`config.mk`:
```
export PLATFORM = sky130hd
export DESIGN_NAME = program_counter_flat
export DESIGN_NICKNAME = d
export VERILOG_FILES = /design/src/rtl/program_counter_if.sv /design/src/rtl/program_counter.sv /design/src/flat_wrapper.sv
export SDC_FILE = /design/constraint.sdc
export NUM_CORES = 1
export LEC_CHECK = 0
export ABC_AREA = 1
export CORE_MARGIN = 3
export CORE_UTILIZATION = 45
export CTS_CLUSTER_SIZE = 16
export DETAILED_ROUTE_END_ITERATION = 6
export GPL_TIMING_DRIVEN = 0
export PLACE_DENSITY = 0.93
export SYNTH_ARGS = -nofsm -noshare
export SYNTH_HDL_FRONTEND = slang
export SYNTH_SLANG_ARGS = --single-unit
```
`constraint.sdc`:
```
create_clock -name clk -period 3.05 [get_ports clk]
set_clock_uncertainty 0.2 [all_clocks]
set_input_delay 0.61 -clock clk [delete_from_list [all_inputs] [get_ports clk]]
set_output_delay 0.61 -clock clk [all_outputs]
set_load 0.05 [all_outputs]
```
`src/rtl/program_counter_if.sv`:
```
// Fetch-path bus between the sequencer (master) and the program counter (slave).
// enable/newaddr are a sampled strobe pair: whatever they hold at a rising clk edge is
// acted on for that edge alone; there is no ready, and the slave accepts every edge.
interface program_counter_if #(
    parameter int WIDTH = 12
);
    logic             enable;
    logic [WIDTH-1:0] newaddr;
    logic [WIDTH-1:0] addr;

    modport master (
        output enable,
        output newaddr,
        input  addr
    );

    modport slave (
        input  enable,
        input  newaddr,
        output addr
    );
endinterface

```
`src/rtl/program_counter.sv`:
```
// 12-bit instruction-address register: loads a jump target on enable, otherwise counts
// up modulo 2^WIDTH. Asynchronous active-low reset returns it to RESET_ADDR.
module program_counter #(
    parameter int               WIDTH      = 12,
    parameter logic [WIDTH-1:0] RESET_ADDR = '0
) (
    input  logic              clk,
    input  logic              Rst,
    program_counter_if.slave  bus
);
    logic [WIDTH-1:0] addr_q;
    logic [WIDTH-1:0] addr_d;

    // Carry out of the increment is dropped on purpose so FFF wraps to 000.
    always_comb begin
        addr_d = addr_q + {{(WIDTH-1){1'b0}}, 1'b1};
        if (bus.enable) begin
            addr_d = bus.newaddr;
        end
    end

    always_ff @(posedge clk or negedge Rst) begin
        if (!Rst) begin
            addr_q <= RESET_ADDR;
        end else begin
            addr_q <= addr_d;
        end
    end

    assign bus.addr = addr_q;
endmodule

```
`src/flat_wrapper.sv`:
```
// flat-port wrapper written by rule: the top's interface ports become plain ports
module program_counter_flat 
#(
    parameter int               WIDTH      = 12,
    parameter logic [WIDTH-1:0] RESET_ADDR = '0
)
  (clk, Rst, bus_enable, bus_newaddr, bus_addr);
  program_counter_if #(.WIDTH(WIDTH)) bus_i ();
  input  logic clk;
  input  logic Rst;
  input wire logic [$bits(bus_i.enable)-1:0] bus_enable;
  input wire logic [$bits(bus_i.newaddr)-1:0] bus_newaddr;
  output wire logic [$bits(bus_i.addr)-1:0] bus_addr;
  assign bus_i.enable = bus_enable;
  assign bus_i.newaddr = bus_newaddr;
  assign bus_addr = bus_i.addr;
  program_counter #(.WIDTH(WIDTH), .RESET_ADDR(RESET_ADDR)) u_core (.clk(clk), .Rst(Rst), .bus(bus_i));
endmodule
```
==> results of run 1 <==
[cells by family (layout without fill, tap and decap cells)]
| group | Yosys count | after routing | synth area share |
|---|---|---|---|
| buf+inv | 10 | 40 | 0.0566 |
| fa+ha+maj | 1 | 1 | 0.0182 |
| compound gates | 6 | 6 | 0.0548 |
| flops | 12 | 12 | 0.438 |
| xor+xnor | 2 | 2 | 0.0256 |
| simple gates | 63 | 63 | 0.407 |
[synth_stat cells]
master                      n  area, µm²
sky130_fd_sc_hd__nor2_1     6       22.5
sky130_fd_sc_hd__nand4_1    1       6.26
sky130_fd_sc_hd__inv_1      8       30.0
sky130_fd_sc_hd__ha_1       1       12.5
sky130_fd_sc_hd__nand3_1   12       60.1
sky130_fd_sc_hd__o21ai_0    3       15.0
sky130_fd_sc_hd__xor2_1     2       17.5
sky130_fd_sc_hd__a21o_1     1       7.51
sky130_fd_sc_hd__dfrtp_1   12        300
sky130_fd_sc_hd__o211ai_1   1       7.51
sky130_fd_sc_hd__nor2_4     3       33.8
sky130_fd_sc_hd__nand2_1   40        150
sky130_fd_sc_hd__buf_2      1       5.00
sky130_fd_sc_hd__o31ai_1    1       7.51
sky130_fd_sc_hd__nand2_2    1       6.26
sky130_fd_sc_hd__clkinv_1   1       3.75
[how the worst min path moves through the flow]
stage | from | to | slack, ns
3_3_place_gp | u_core.bus.addr[0]$_DFF_PN0_ | u_core.bus.addr[0]$_DFF_PN0_ | 0.33
6_report | u_core.bus.addr[0]$_DFF_PN0_ | u_core.bus.addr[0]$_DFF_PN0_ | 0.35
3_5_place_dp | u_core.bus.addr[0]$_DFF_PN0_ | u_core.bus.addr[0]$_DFF_PN0_ | 0.35
5_1_grt | u_core.bus.addr[0]$_DFF_PN0_ | u_core.bus.addr[0]$_DFF_PN0_ | 0.42
4_1_cts | u_core.bus.addr[0]$_DFF_PN0_ | u_core.bus.addr[0]$_DFF_PN0_ | 0.36
2_1_floorplan | Rst | u_core.bus.addr[0]$_DFF_PN0_ | 0.11
[power breakdown]
part	leakage [nW]	total [mW]	internal [mW]	switching, mW
Clock	0.0210	0.133	0.0728	0.0600
Combinational	0.313	0.164	0.0613	0.103
Sequential	0.145	0.196	0.175	0.0206
[through the flow]
step / area [µm²] / utilization / worst slack [ns]
after global placement: 965 / 0.706 / 0.978
after detailed placement: 965 / 0.706 / 0.972
after floorplan: 686 / - / 1.32
after global routing: 1000 / 0.733 / 0.600
after CTS: 1000 / 0.733 / 0.654
final: 1000 / 0.733 / 0.657
[final cells by class]
| cell class | instances | area [µm²] |
|---|---|---|
| Buffer | 1 | 5.00 |
| Sequential cell | 12 | 300 |
| Timing Repair Buffer | 26 | 260 |
| Inverter | 9 | 33.8 |
| Clock buffer | 4 | 36.3 |
| Multi-Input combinational cell | 72 | 347 |
| Fill cell | 114 | 365 |
| Tap cell | 15 | 18.8 |
[per-layer routing]
layer | track usage | share of wire | vias to the layer above
li1 | - | - | 357
met5 | 0 | 0 | -
met3 | 0.0637 | 0.053 | 8
met1 | 0.217 | 0.44 | 296
met2 | 0.263 | 0.47 | 20
met4 | 0.135 | 0.036 | 0
==> key figures, run 1 <==
Outcome
  – Outcome: completed

Floorplanning
  – Area enclosed by the die boundary: 0.00203 mm²
  – Floorplan row count: 13
  – Die Width: 45.0 µm
  – Y dimension of the die: 45.0 µm
  – Area of the placeable core: 0.00137 mm²
  – Number of top-level pins: 27
  – Initial cell density of the core: 0.502

Setup path
  – Sum of buffers and inverters on the critical path: 1
  – Startpoint of the worst setup timing path: u_core.bus.addr[3]$_DFF_PN0_
  – Worst-path maximum fanout: 5
  – Required arrival time at the worst endpoint: 2.24 ns
  – Endpoint of the lowest-slack register-to-register path: u_core.bus.addr[10]$_DFF_PN0_
  – Kind of critical path: reg2out
  – Critical path capture point: bus_addr[3]
  – Cell family contributing the most delay on the critical path: buffers and inverters
  – Cell type of the slowest stage on the worst timing path: sky130_fd_sc_hd__clkdlybuf4s50_1
  – Startpoint of the most critical register-to-register path: u_core.bus.addr[0]$_DFF_PN0_
  – Reg-to-reg setup timing slack: 1.59 ns
  – CP Launch Type: flop
  – Cell-by-cell trace of the critical path: clkdlybuf4s50_1
  – Count of cells along the worst register-to-register path: 6
  – CP Depth: 1
  – CP Data Arrival Time: 1.58 ns
  – CP peak stage delay: 0.85 ns
  – Worst Setup End Kind: output pin

Cells and area
  – Top library cells by usage in the layout, fill and taps aside: 40 x sky130_fd_sc_hd__nand2_1, 26 x sky130_fd_sc_hd__clkdlybuf4s50_1, 12 x sky130_fd_sc_hd__nand3_1, 12 x sky130_fd_sc_hd__dfrtp_1, 8 x sky130_fd_sc_hd__inv_1
  – Final antenna diode count: 0
  – Syn-to-layout area delta: 46.0%
  – Most common cell after layout, fill and taps aside: sky130_fd_sc_hd__nand2_1
  – Fraction of final layout cells with drive strength greater than 1: 0.0726
  – Flip-flop count of the largest register, all copies and words added: 12
  – Number of nets in the layout: 141
  – Number of non-filler instances in the completed layout: 139

Timing
  – Final number of hold-violating endpoints: 0
  – Final sum of negative setup slack: 0 ns
  – Tightest slew margin relative to the limit: 0.634
  – Final critical delay including setup and external delays: 2.39 ns
  – Fmax: 418 MHz
  – Slew of the pin with the lowest slew margin: 0.547 ns
  – Worst Hold Slack: 0.350 ns
  – Share of the clock period used by the worst path after layout: 0.785
  – Setup-violating endpoint count in the final report: 0
  – Max Transition Viols Final: 0
  – RSZ-0062 raised after global routing: false

Route
  – Total via count after detailed routing: 681
  – Final ANT Viol Nets: 0
  – Wire length per cell: 11.7 µm
  – Number of vias per cell: 4.90
  – DRC marker count from the first detailed-route iteration: 24
  – Drt pass-1 iters: 4
  – DRC: 0
  – Final Routed Wirelength: 1.63 mm

Hold path
  – WHS Path Cells: 1
  – HP Class: reg2reg

Global routing
  – Antenna violations before repair: 0
  – Wire length of the first global-routing pass: 2.53 mm
  – All-Layer GR Usage: 0.181
  – Largest net degree at the start of global routing: 13
  – Via count of the first global-routing pass: 574
  – Total overflow reported by the global router: 0

Clocking
  – CTS hold repair buffers: 0
  – CTS Root Buffer Type: sky130_fd_sc_hd__clkbuf_4
  – Num Clock Sinks: 12
  – Setup fix buffers added after clock tree synthesis: 0
  – H-tree levels: 1
  – Max clock buf depth: 2
  – Skew-Pair Late Insertion Delay: 0.28 ns
  – Number of gates resized after CTS: 0
  – CTS tree: built
  – Total clock buffers created by CTS: 3
  – Clk pin slew, worst setup/hold paths: 0.08 ns

Run
  – Max-cap violation count: 0

Pwr
  – Pwr Density: 493 mW/mm²
  – Max VDD drop: 312 µV
  – Final Total Pwr: 0.493 mW
  – Static power due to leakage: 0.480 nW

Synth
  – Post-synthesis cell count: 94
  – Count of distinct cell types in the synthesized netlist: 16
  – Number of synthesized register bits: 12
  – Count of yosys warnings during synthesis: 0
  – Share of synthesized area occupied by flip-flops and latches: 0.438
  – Synthesized netlist net count: 110
  – Post-Syn Area: 686 µm²
  – Synth Area per Inst: 7.29 µm²

Placed design
  – Number of port buffers: 26
  – Gpl congestion: 0.790
  – Post-DP HPWL: 1.15 mm
  – Dpl cells: 135
Note: power is estimated with default switching activity, not from simulation.
==> run 2, diff against run 1 <==
Settings changed: CORE_UTILIZATION 45 to 41, PLACE_DENSITY 0.93 to 0.87.
Clock period 3.05 ns to 2.35 ns, I/O delays scaled along.
==> run 2 against run 1 <==
  * Design area fell by 1.3%
  * Die area rose by 8.4%
  * Power rose by 21%
  * Worst setup slack got worse by 0.54 ns
  * Critical path depth did not move
  * Combinational power rose by 30%
  * Cell count did not move
  * Global-route usage fell by 0.094 points
  * Sequential share of layout area rose by 0.38 points
  * Via count rose by 1.2%
  * Utilization fell by 9.1 points
  * Non-clock buffer count did not move
  * Largest power group unchanged
  * Highest routed layer unchanged
==> key figures, run 2 (synthesized netlist as in run 1, its figures left out) <==
Outcome
  – Outcome: completed (unchanged)

Setup path
  – CP peak stage delay: 0.84 ns (was 0.85 ns)
  – Startpoint of the most critical register-to-register path: u_core.bus.addr[0]$_DFF_PN0_ (unchanged)
  – Count of cells along the worst register-to-register path: 6 (unchanged)
  – Sum of buffers and inverters on the critical path: 1 (unchanged)
  – Cell family contributing the most delay on the critical path: buffers and inverters (unchanged)
  – CP Launch Type: flop (unchanged)
  – Required arrival time at the worst endpoint: 1.68 ns (was 2.24 ns)
  – Kind of critical path: reg2out (unchanged)
  – Cell type of the slowest stage on the worst timing path: sky130_fd_sc_hd__clkdlybuf4s50_1 (unchanged)
  – Worst Setup End Kind: output pin (unchanged)
  – Reg-to-reg setup timing slack: 0.90 ns (was 1.59 ns)
  – Worst-path maximum fanout: 5 (unchanged)
  – CP Data Arrival Time: 1.56 ns (was 1.58 ns)
  – Startpoint of the worst setup timing path: u_core.bus.addr[3]$_DFF_PN0_ (unchanged)
  – Endpoint of the lowest-slack register-to-register path: u_core.bus.addr[10]$_DFF_PN0_ (unchanged)
  – Cell-by-cell trace of the critical path: clkdlybuf4s50_1 (unchanged)

Timing
  – Slew of the pin with the lowest slew margin: 0.529 ns (was 0.547 ns)
  – Final sum of negative setup slack: 0 ns (unchanged)
  – Share of the clock period used by the worst path after layout: 0.951
  – Final Worst Setup Slack: 0.116 ns (was 0.657 ns)
  – Fmax: 448 MHz
  – RSZ-0062 raised after global routing: false (unchanged)
  – Final critical delay including setup and external delays: 2.23 ns
  – Setup-violating endpoint count in the final report: 0 (unchanged)
  – Final number of hold-violating endpoints: 0 (unchanged)
  – Max Transition Viols Final: 0 (unchanged)
  – Tightest slew margin relative to the limit: 0.646 (was 0.634)

Cells and area
  – Most common cell after layout, fill and taps aside: sky130_fd_sc_hd__nand2_1 (unchanged)
  – Top library cells by usage in the layout, fill and taps aside: 40 x sky130_fd_sc_hd__nand2_1, 26 x sky130_fd_sc_hd__clkdlybuf4s50_1, 12 x sky130_fd_sc_hd__nand3_1, 12 x sky130_fd_sc_hd__dfrtp_1, 8 x sky130_fd_sc_hd__inv_1 (unchanged)
  – Flip-flop count of the largest register, all copies and words added: 12 (unchanged)
  – Syn-to-layout area delta: 44.2% (was 46.0%)
  – Final antenna diode count: 0 (unchanged)
  – Number of nets in the layout: 141 (unchanged)
  – Fraction of final layout cells with drive strength greater than 1: 0.0650 (was 0.0726)
  – Final Core Density: 0.641 (was 0.733)
  – Number of non-filler instances in the completed layout: 139 (unchanged)

Clocking
  – H-tree levels: 1 (unchanged)
  – CTS Root Buffer Type: sky130_fd_sc_hd__clkbuf_4 (unchanged)
  – Number of gates resized after CTS: 0 (unchanged)
  – Setup fix buffers added after clock tree synthesis: 0 (unchanged)
  – Total clock buffers created by CTS: 3 (unchanged)
  – Clk pin slew, worst setup/hold paths: 0.07 ns (was 0.08 ns)
  – CTS hold repair buffers: 0 (unchanged)
  – Num Clock Sinks: 12 (unchanged)
  – CTS tree: built (unchanged)
  – Skew-Pair Late Insertion Delay: 0.28 ns (about the same)
  – Max clock buf depth: 2 (unchanged)

Pwr
  – Final Total Pwr: 0.597 mW (was 0.493 mW)
  – Switching power total: 0.230 mW (was 0.183 mW)
  – Flop pwr share: 0.427 (was 0.398)
  – Static power due to leakage: 0.472 nW (was 0.480 nW)
  – Comb pwr share: 0.358 (was 0.333)
  – Clock network fraction of total power: 0.215 (was 0.269)
  – Internal Pwr Total: 0.367 mW (was 0.310 mW)
  – Pwr Density: 604 mW/mm² (was 493 mW/mm²)
  – Max VDD drop: 412 µV (was 312 µV)
  – Sw frac: 0.385 (was 0.372)

Route
  – DRC: 0 (unchanged)
  – Drt pass-1 iters: 4 (unchanged)
  – Total via count after detailed routing: 689 (was 681)
  – Wire length per cell: 11.6 µm (was 11.7 µm)
  – Final Routed Wirelength: 1.62 mm (was 1.63 mm)
  – DRC marker count from the first detailed-route iteration: 6 (was 24)
  – Number of vias per cell: 4.96 (was 4.90)
  – Final ANT Viol Nets: 0 (unchanged)

Floorplanning
  – Area of the placeable core: 0.00154 mm² (was 0.00137 mm²)
  – Die Width: 46.9 µm (was 45.0 µm)
  – Area enclosed by the die boundary: 0.00220 mm² (was 0.00203 mm²)
  – Y dimension of the die: 46.9 µm (was 45.0 µm)
  – Initial cell density of the core: 0.445 (was 0.502)
  – Floorplan row count: 14 (was 13)
  – Number of top-level pins: 27 (unchanged)

Global routing
  – All-Layer GR Usage: 0.180 (was 0.181)
  – Total overflow reported by the global router: 0 (unchanged)
  – Via count of the first global-routing pass: 650 (was 574)
  – Wire length of the first global-routing pass: 2.70 mm (was 2.53 mm)
  – Antenna violations before repair: 0 (unchanged)
  – Largest net degree at the start of global routing: 13 (unchanged)

Placed design
  – Number of port buffers: 26 (unchanged)
  – Post-DP HPWL: 1.27 mm (was 1.15 mm)
  – Worst-case setup slack after placement: 0.408 ns (was 0.972 ns)
  – Dpl cells: 136 (was 135)
  – Gpl congestion: 0.735 (was 0.790)

Hold path
  – HP Class: in2async (was reg2reg)

Run
  – Max-cap violation count: 0 (unchanged)
[run 2: power by group through the flow]
stage | logic (mW) | clock network, mW | registers, mW
final | 0.214 | 0.128 | 0.255
after global routing | 0.230 | 0.141 | 0.259
after CTS | 0.215 | 0.134 | 0.255
after detailed placement | 0.214 | 0 | 0.259
after global placement | 0.210 | 0 | 0.257
after floorplan | 0.0547 | 0 | 0.330
[run 2: worst max path at each step]
stage,to,slack (ns),depth (start not counted)
CTS,bus_addr[3],0.1,1
global placement,bus_addr[3],0.41,1
floorplan,u_core.bus.addr[8]$_DFF_PN0_,0.62,6
finish,bus_addr[3],0.12,1
global route,bus_addr[3],0.06,1
detailed placement,bus_addr[3],0.41,1
[run 2: metrics by stage]
stage / hold slack [ns] / instance area (µm²)
4_1_cts: 0.347 / 988
3_3_place_gp: 0.331 / 966
2_1_floorplan: -0.0256 / 686
3_5_place_dp: 0.357 / 966
5_1_grt: 0.384 / 988
6_report: 0.337 / 988
[run 2: final cells by class]
cell class / instances / area [µm²]
inverters: 9 / 33.8
multi-input cells: 72 / 347
repair buffers: 26 / 260
clock buffers: 3 / 22.5
plain buffers: 1 / 5.00
flip-flops and latches: 12 / 300
fillers: 146 / 553
well taps: 16 / 20.0
[run 2: per-layer routing]
metal,vias to the layer above,routed length (µm),global-route usage
li1,356,-,-
met1,303,674,0.201
met2,21,764,0.282
met3,9,93,0.0383
met4,0,85,0.166
met5,-,0,0
